### src/rtl/branch_recovery_ctrl.sv
// Branch misprediction recovery sequencer: flush younger work, restore the rename
// checkpoint, then redirect fetch. Older mispredicts arriving mid-recovery take over.
module branch_recovery_ctrl (
  input  logic        clk,
  input  logic        reset,
  input  logic        mispredict,
  input  logic [4:0]  mispredict_tag,
  input  logic [31:0] target_pc,
  input  logic [4:0]  rob_head,
  input  logic        restore_ack,
  output logic        flush_valid,
  output logic [4:0]  flush_tag,
  output logic        restore_req,
  output logic [4:0]  restore_tag,
  output logic        redirect_valid,
  output logic [31:0] redirect_pc,
  output logic        frontend_stall,
  output logic        restore_timeout,
  output logic [15:0] recover_cnt
);

  typedef enum logic [1:0] {IDLE, FLUSH, RESTORE, REDIRECT} state_t;

  state_t      state, state_next;
  logic [4:0]  tag_q;
  logic [31:0] pc_q;
  logic [3:0]  wait_cnt;
  logic [4:0]  new_age, cur_age;
  logic        older, take;

  // Ages are distances from the ROB head, so the comparison survives index wrap.
  assign new_age = mispredict_tag - rob_head;
  assign cur_age = tag_q - rob_head;
  assign older   = new_age < cur_age;

  always_comb begin
    state_next = state;
    take       = 1'b0;
    case (state)
      IDLE: begin
        if (mispredict) begin
          take       = 1'b1;
          state_next = FLUSH;
        end
      end
      FLUSH: begin
        state_next = RESTORE;
        if (mispredict && older) begin
          take       = 1'b1;
          state_next = FLUSH;
        end
      end
      RESTORE: begin
        if (mispredict && older) begin
          take       = 1'b1;
          state_next = FLUSH;
        end else if (restore_ack) begin
          state_next = REDIRECT;
        end
      end
      REDIRECT: begin
        state_next = IDLE;
        if (mispredict && older) begin
          take       = 1'b1;
          state_next = FLUSH;
        end
      end
      default: state_next = IDLE;
    endcase
  end

  always_ff @(posedge clk or negedge reset) begin
    if (!reset) state <= IDLE;
    else        state <= state_next;
  end

  always_ff @(posedge clk or negedge reset) begin
    if (!reset) begin
      tag_q <= 5'd0;
      pc_q  <= 32'd0;
    end else if (take) begin
      tag_q <= mispredict_tag;
      pc_q  <= target_pc;
    end
  end

  // Wait counter is held at zero outside RESTORE, so every entry starts fresh.
  always_ff @(posedge clk or negedge reset) begin
    if (!reset) begin
      wait_cnt        <= 4'd0;
      restore_timeout <= 1'b0;
    end else if (state != RESTORE) begin
      wait_cnt <= 4'd0;
    end else if (!restore_ack) begin
      if (wait_cnt != 4'd15) wait_cnt <= wait_cnt + 4'd1;
      if (wait_cnt >= 4'd14) restore_timeout <= 1'b1;
    end
  end

  always_ff @(posedge clk or negedge reset) begin
    if (!reset)                 recover_cnt <= 16'd0;
    else if (state == REDIRECT) recover_cnt <= recover_cnt + 16'd1;
  end

  assign flush_valid    = (state == FLUSH);
  assign restore_req    = (state == RESTORE);
  assign redirect_valid = (state == REDIRECT);
  assign frontend_stall = (state != IDLE);
  assign flush_tag      = tag_q;
  assign restore_tag    = tag_q;
  assign redirect_pc    = pc_q;

endmodule

### config.mk
export PLATFORM = sky130hd
export DESIGN_NAME = branch_recovery_ctrl
export DESIGN_NICKNAME = d
export VERILOG_FILES = /design/src/rtl/branch_recovery_ctrl.sv
export SDC_FILE = /design/constraint.sdc
export NUM_CORES = 1
export LEC_CHECK = 0
export BUFFER_PORTS_ARGS = -buffer_cell sky130_fd_sc_hd__clkbuf_2
export CAP_MARGIN = 25
export CORE_MARGIN = 2
export CORE_UTILIZATION = 50
export CTS_BUF_LIST = sky130_fd_sc_hd__clkbuf_4 sky130_fd_sc_hd__clkbuf_8
export CTS_CLUSTER_DIAMETER = 30
export DETAILED_ROUTE_END_ITERATION = 8
export HOLD_SLACK_MARGIN = 0.02
export PLACE_DENSITY_LB_ADDON = 0.12
export SLEW_MARGIN = 25
export SYNTH_ARGS = -nofsm -noshare
export SYNTH_HDL_FRONTEND = slang
export SYNTH_SLANG_ARGS = --single-unit
### constraint.sdc
create_clock -name clk -period 2.5 [get_ports clk]
set_input_delay 0.5 -clock clk [delete_from_list [all_inputs] [get_ports clk]]
set_output_delay 0.5 -clock clk [all_outputs]
set_load 0.01 [all_outputs]
==> run_results.csv <==
group,metric,value,unit
pwr,switchingPower,4.980,mW
die,die_h,96.53,um
critical_path,crit_buf_inv,3,
pwr,switching_share,45.21,%
critical_path,crit_chain,"inv_2 -> ha_4 -> inv_2 -> fa_2 -> a21o_1 -> a21oi_2 -> xnor2_1 -> ha_2 -> and2_4 -> bufbuf_16 -> nor2_1 -> a221oi_2 -> o211ai_1",
logic_synthesis,synth-edff-count,0,
route,drtIter0Drc,322,
critical_path,cp_max_fo,13,
cells_and_area,synthToLayoutAreaGrowth,42.15,%
logic_synthesis,postSynthAreaPerCell,8.612,sq um
die,num_rows,33,
critical_path,reg2reg_slack,-380,ps
pwr,vdd_ir_drop_max,0.001302,V
critical_path,cpMostUsedCell,"inv_2",
cells_and_area,insertedDiodeCount,0,
clock_network,cts-root-buf,"clkbuf_8",
logic_synthesis,syn_inst,497,
logic_synthesis,ys_warn_count,0,
run_status,failed_checks,"negative setup slack",
sta,rsz0062_at_grt,"true",
die,initial_core_util,51.83,%
route,viasPerCell,5.911,
route,ant_nets,0,
clock_network,cts_tree,"built",
critical_path,crit_type,"flop to flop",
place,place_hpwl,8153,um
critical_path,critPathArrivalTime,3100,ps
critical_path,start_kind,"flop",
pwr,power,11.01,mW
pwr,p_leak,2.972,nW
cells_and_area,drive_gt1_share,39.38,%
pwr,clockPowerShare,9.3,%
clock_network,cts.htree.levels,3,
grt,grt_pass1_vias,4204,
clock_network,cts_sinks,60,
sta,timing.hold.ws,152.4,ps
die,coreArea,0.008258,sq mm
grt,grt_first_pass_wirelength,19890,um
place,io_buffers,108,
pwr,p_comb_share,74.4,%
clock_network,clockBufferDepth,2,
run_status,outcome,"finished with violations",
route,wire_per_inst,17.57,um
clock_network,ctsHoldBuffers,0,
logic_synthesis,synthFlopType,"dfrtp_1",
pwr,seq_power_share,16.3,%
logic_synthesis,post_synth_num_cell_types,35,
sta,tightest_slew,469.7,ps
sta,final.period_utilization,115.3,%
sta,hold_viol_final,0,
run,cap_violations,0,
cells_and_area,fillCellCount,616,
logic_synthesis,synth_area,0.004280,sq mm
logic_synthesis,synth_seq_cells,60,
grt,grt_max_degree,48,
sta,max_slew_margin,68.69,%
place,place.gp.congestion,0.7966,
grt,grtUsageTotal,27.49,%
critical_path,cp_slowest_cell,"dfrtp_1",
min_path,hp-class,"input pin to asynchronous set/reset pin",
sta,setup_viol,39,
logic_synthesis,async_reset_ff_share,100.0,%
clock_network,clkSlewWorstSetupHoldPaths,80,ps
grt,grt.overflow.total,0,
route,vias,4433,
route,wirelength,13180,um
sta,setup_ws,-381.3,ps
clock_network,numCtsBuffers,9,
route,drc,0,
sta,drv_slew,0,
die,num_io_pins,109,
critical_path,crit_family,"adder cells",
clock_network,clkLatencyLatePin,360,ps
die,dieArea,0.009317,sq mm
critical_path,crit_path_end_kind,"flop",
pwr,p_per_area,1810,mW/mm^2
logic_synthesis,synth.net_count,560,
sta,final.min_clock_period,2881,ps
sta,fin_skew,8.075,ps
route,first_pass_iters,5,
pwr,power.internal,6.034,mW
sta,fmax,0.3471,GHz
grt,grt_antenna_before_repair,0,
critical_path,max_stage_delay,390,ps
logic_synthesis,yosysSeqAreaShare,35.08,%
die,die_w,96.53,um
critical_path,worstPathRequired,2720,ps
cells_and_area,final_net_count,703,
## power groups by stage
stage | clock network, mW | registers [mW] | logic (mW)
global route | 1.07 | 1.85 | 8.79
CTS | 1.03 | 1.78 | 7.76
global placement | 0 | 1.77 | 6.54
detailed placement | 0 | 1.79 | 6.74
floorplan | 0 | 1.89 | 4.40
finish | 1.02 | 1.80 | 8.19
## cell usage in the layout, fill, tap and decap left out, drive strengths merged, types with 4 or more instances in the layout
cell / count
and4: 4
xnor2: 20
inv: 51
a21o: 4
a221oi: 37
buf: 66
nand4: 4
and3: 20
o211ai: 19
nand3: 61
dfrtp: 60
xor2: 6
ha: 15
a211o: 38
nor2: 81
clkbuf: 118
nand2: 10
a21oi: 5
## stage by stage
stage	worst slack [ps]	instance area, sq um	utilization, %	TNS (ps)	cells
4_1_cts	-316.8	5922	71.71	-10170	740
3_5_place_dp	-619.4	5379	65.14	-22210	708
6_report	-381.3	6085	73.68	-11660	750
5_1_grt	-542.3	6085	73.68	-16790	750
3_3_place_gp	-531.4	5379	65.14	-19290	708
2_1_floorplan	-229.8	4517	-	-7860	497
## cells in the mapped netlist, types with 2 or more instances
master / number / area share, %
xnor2_1: 20 / 4.1
a221oi_1: 23 / 4.7
and2_1: 2 / 0.29
and4_1: 4 / 0.82
dfrtp_1: 60 / 35
and3_1: 20 / 2.9
a21o_1: 4 / 0.70
a21oi_1: 5 / 0.58
nor2_1: 81 / 7.1
buf_4: 5 / 0.88
fa_1: 2 / 0.94
nand4_1: 4 / 0.58
inv_1: 49 / 4.3
nand3_1: 61 / 7.1
or2_2: 2 / 0.29
a211o_1: 38 / 7.8
xor2_1: 6 / 1.2
nand2b_1: 2 / 0.29
ha_1: 15 / 4.4
o211ai_1: 19 / 3.3
a31oi_1: 2 / 0.29
buf_6: 3 / 0.79
a221oi_2: 14 / 4.9
nand2_1: 10 / 0.88
clkbuf_1: 28 / 2.5
buf_2: 9 / 1.1
## worst reg2reg max path: cells and delay by family (launching register included)
kind / cells / cell delay [ps]
xor+xnor: 1 / 110
compound gates: 4 / 710
flops: 1 / 390
buf+inv: 3 / 410
simple gates: 2 / 280
fa+ha+maj: 3 / 840
## cell type report
type	instances	area [sq um]	area share, %
multi-input combinational	343	2633	43.27
sequential	60	1501	24.68
timing repair buffer	177	1396	22.95
inverter	49	200.2	3.290
tap	105	131.4	2.159
clock buffer	9	123.9	2.036
clock inverter	7	98.84	1.625
## layer usage
metal	GRT usage (%)	vias up	part of all wire [%]
met5	0	-	0
met4	9.977	0	1.8
met3	3.413	21	5.4
met2	47.40	166	51
met1	35.38	2172	42
li1	-	2074	-
## kinds of logic after synthesis
kind of cell    share of synthesized area, %
simple gates                           20.90
compound gates                         23.41
buf+inv                                9.471
flops                                  35.08
xor+xnor                               5.320
fa+ha+maj                              5.320
mux                                   0.4969
## flip-flops by register name (all words and copies together) (netlist names)
register	flops
redirect_pc	32
recover_cnt	16
flush_tag	5
wait_cnt	4
state	2
restore_timeout	1
## worst paths after layout
path | endpoint | start | cells after the start
max reg2reg | redirect_pc[2] | flush_tag[0] | 13
min in group clk | state[0] | mispredict | 2
max | redirect_pc[2] | flush_tag[0] | 13
min | flush_tag[1] | reset | 2
min reg2reg | recover_cnt[15] | recover_cnt[15] | 1
max in group asynchronous | redirect_pc[6] | reset | 2
## timing repair
| action | in CTS | in global routing |
|---|---|---|
| pin swaps | 23 | 40 |
| buffers inserted | 12 | 8 |
| endpoints found under the setup margin | 39 | 39 |
| gates cloned | 4 | 3 |
| resized for setup | 25 | 10 |
(Power assumes the default switching activity.)
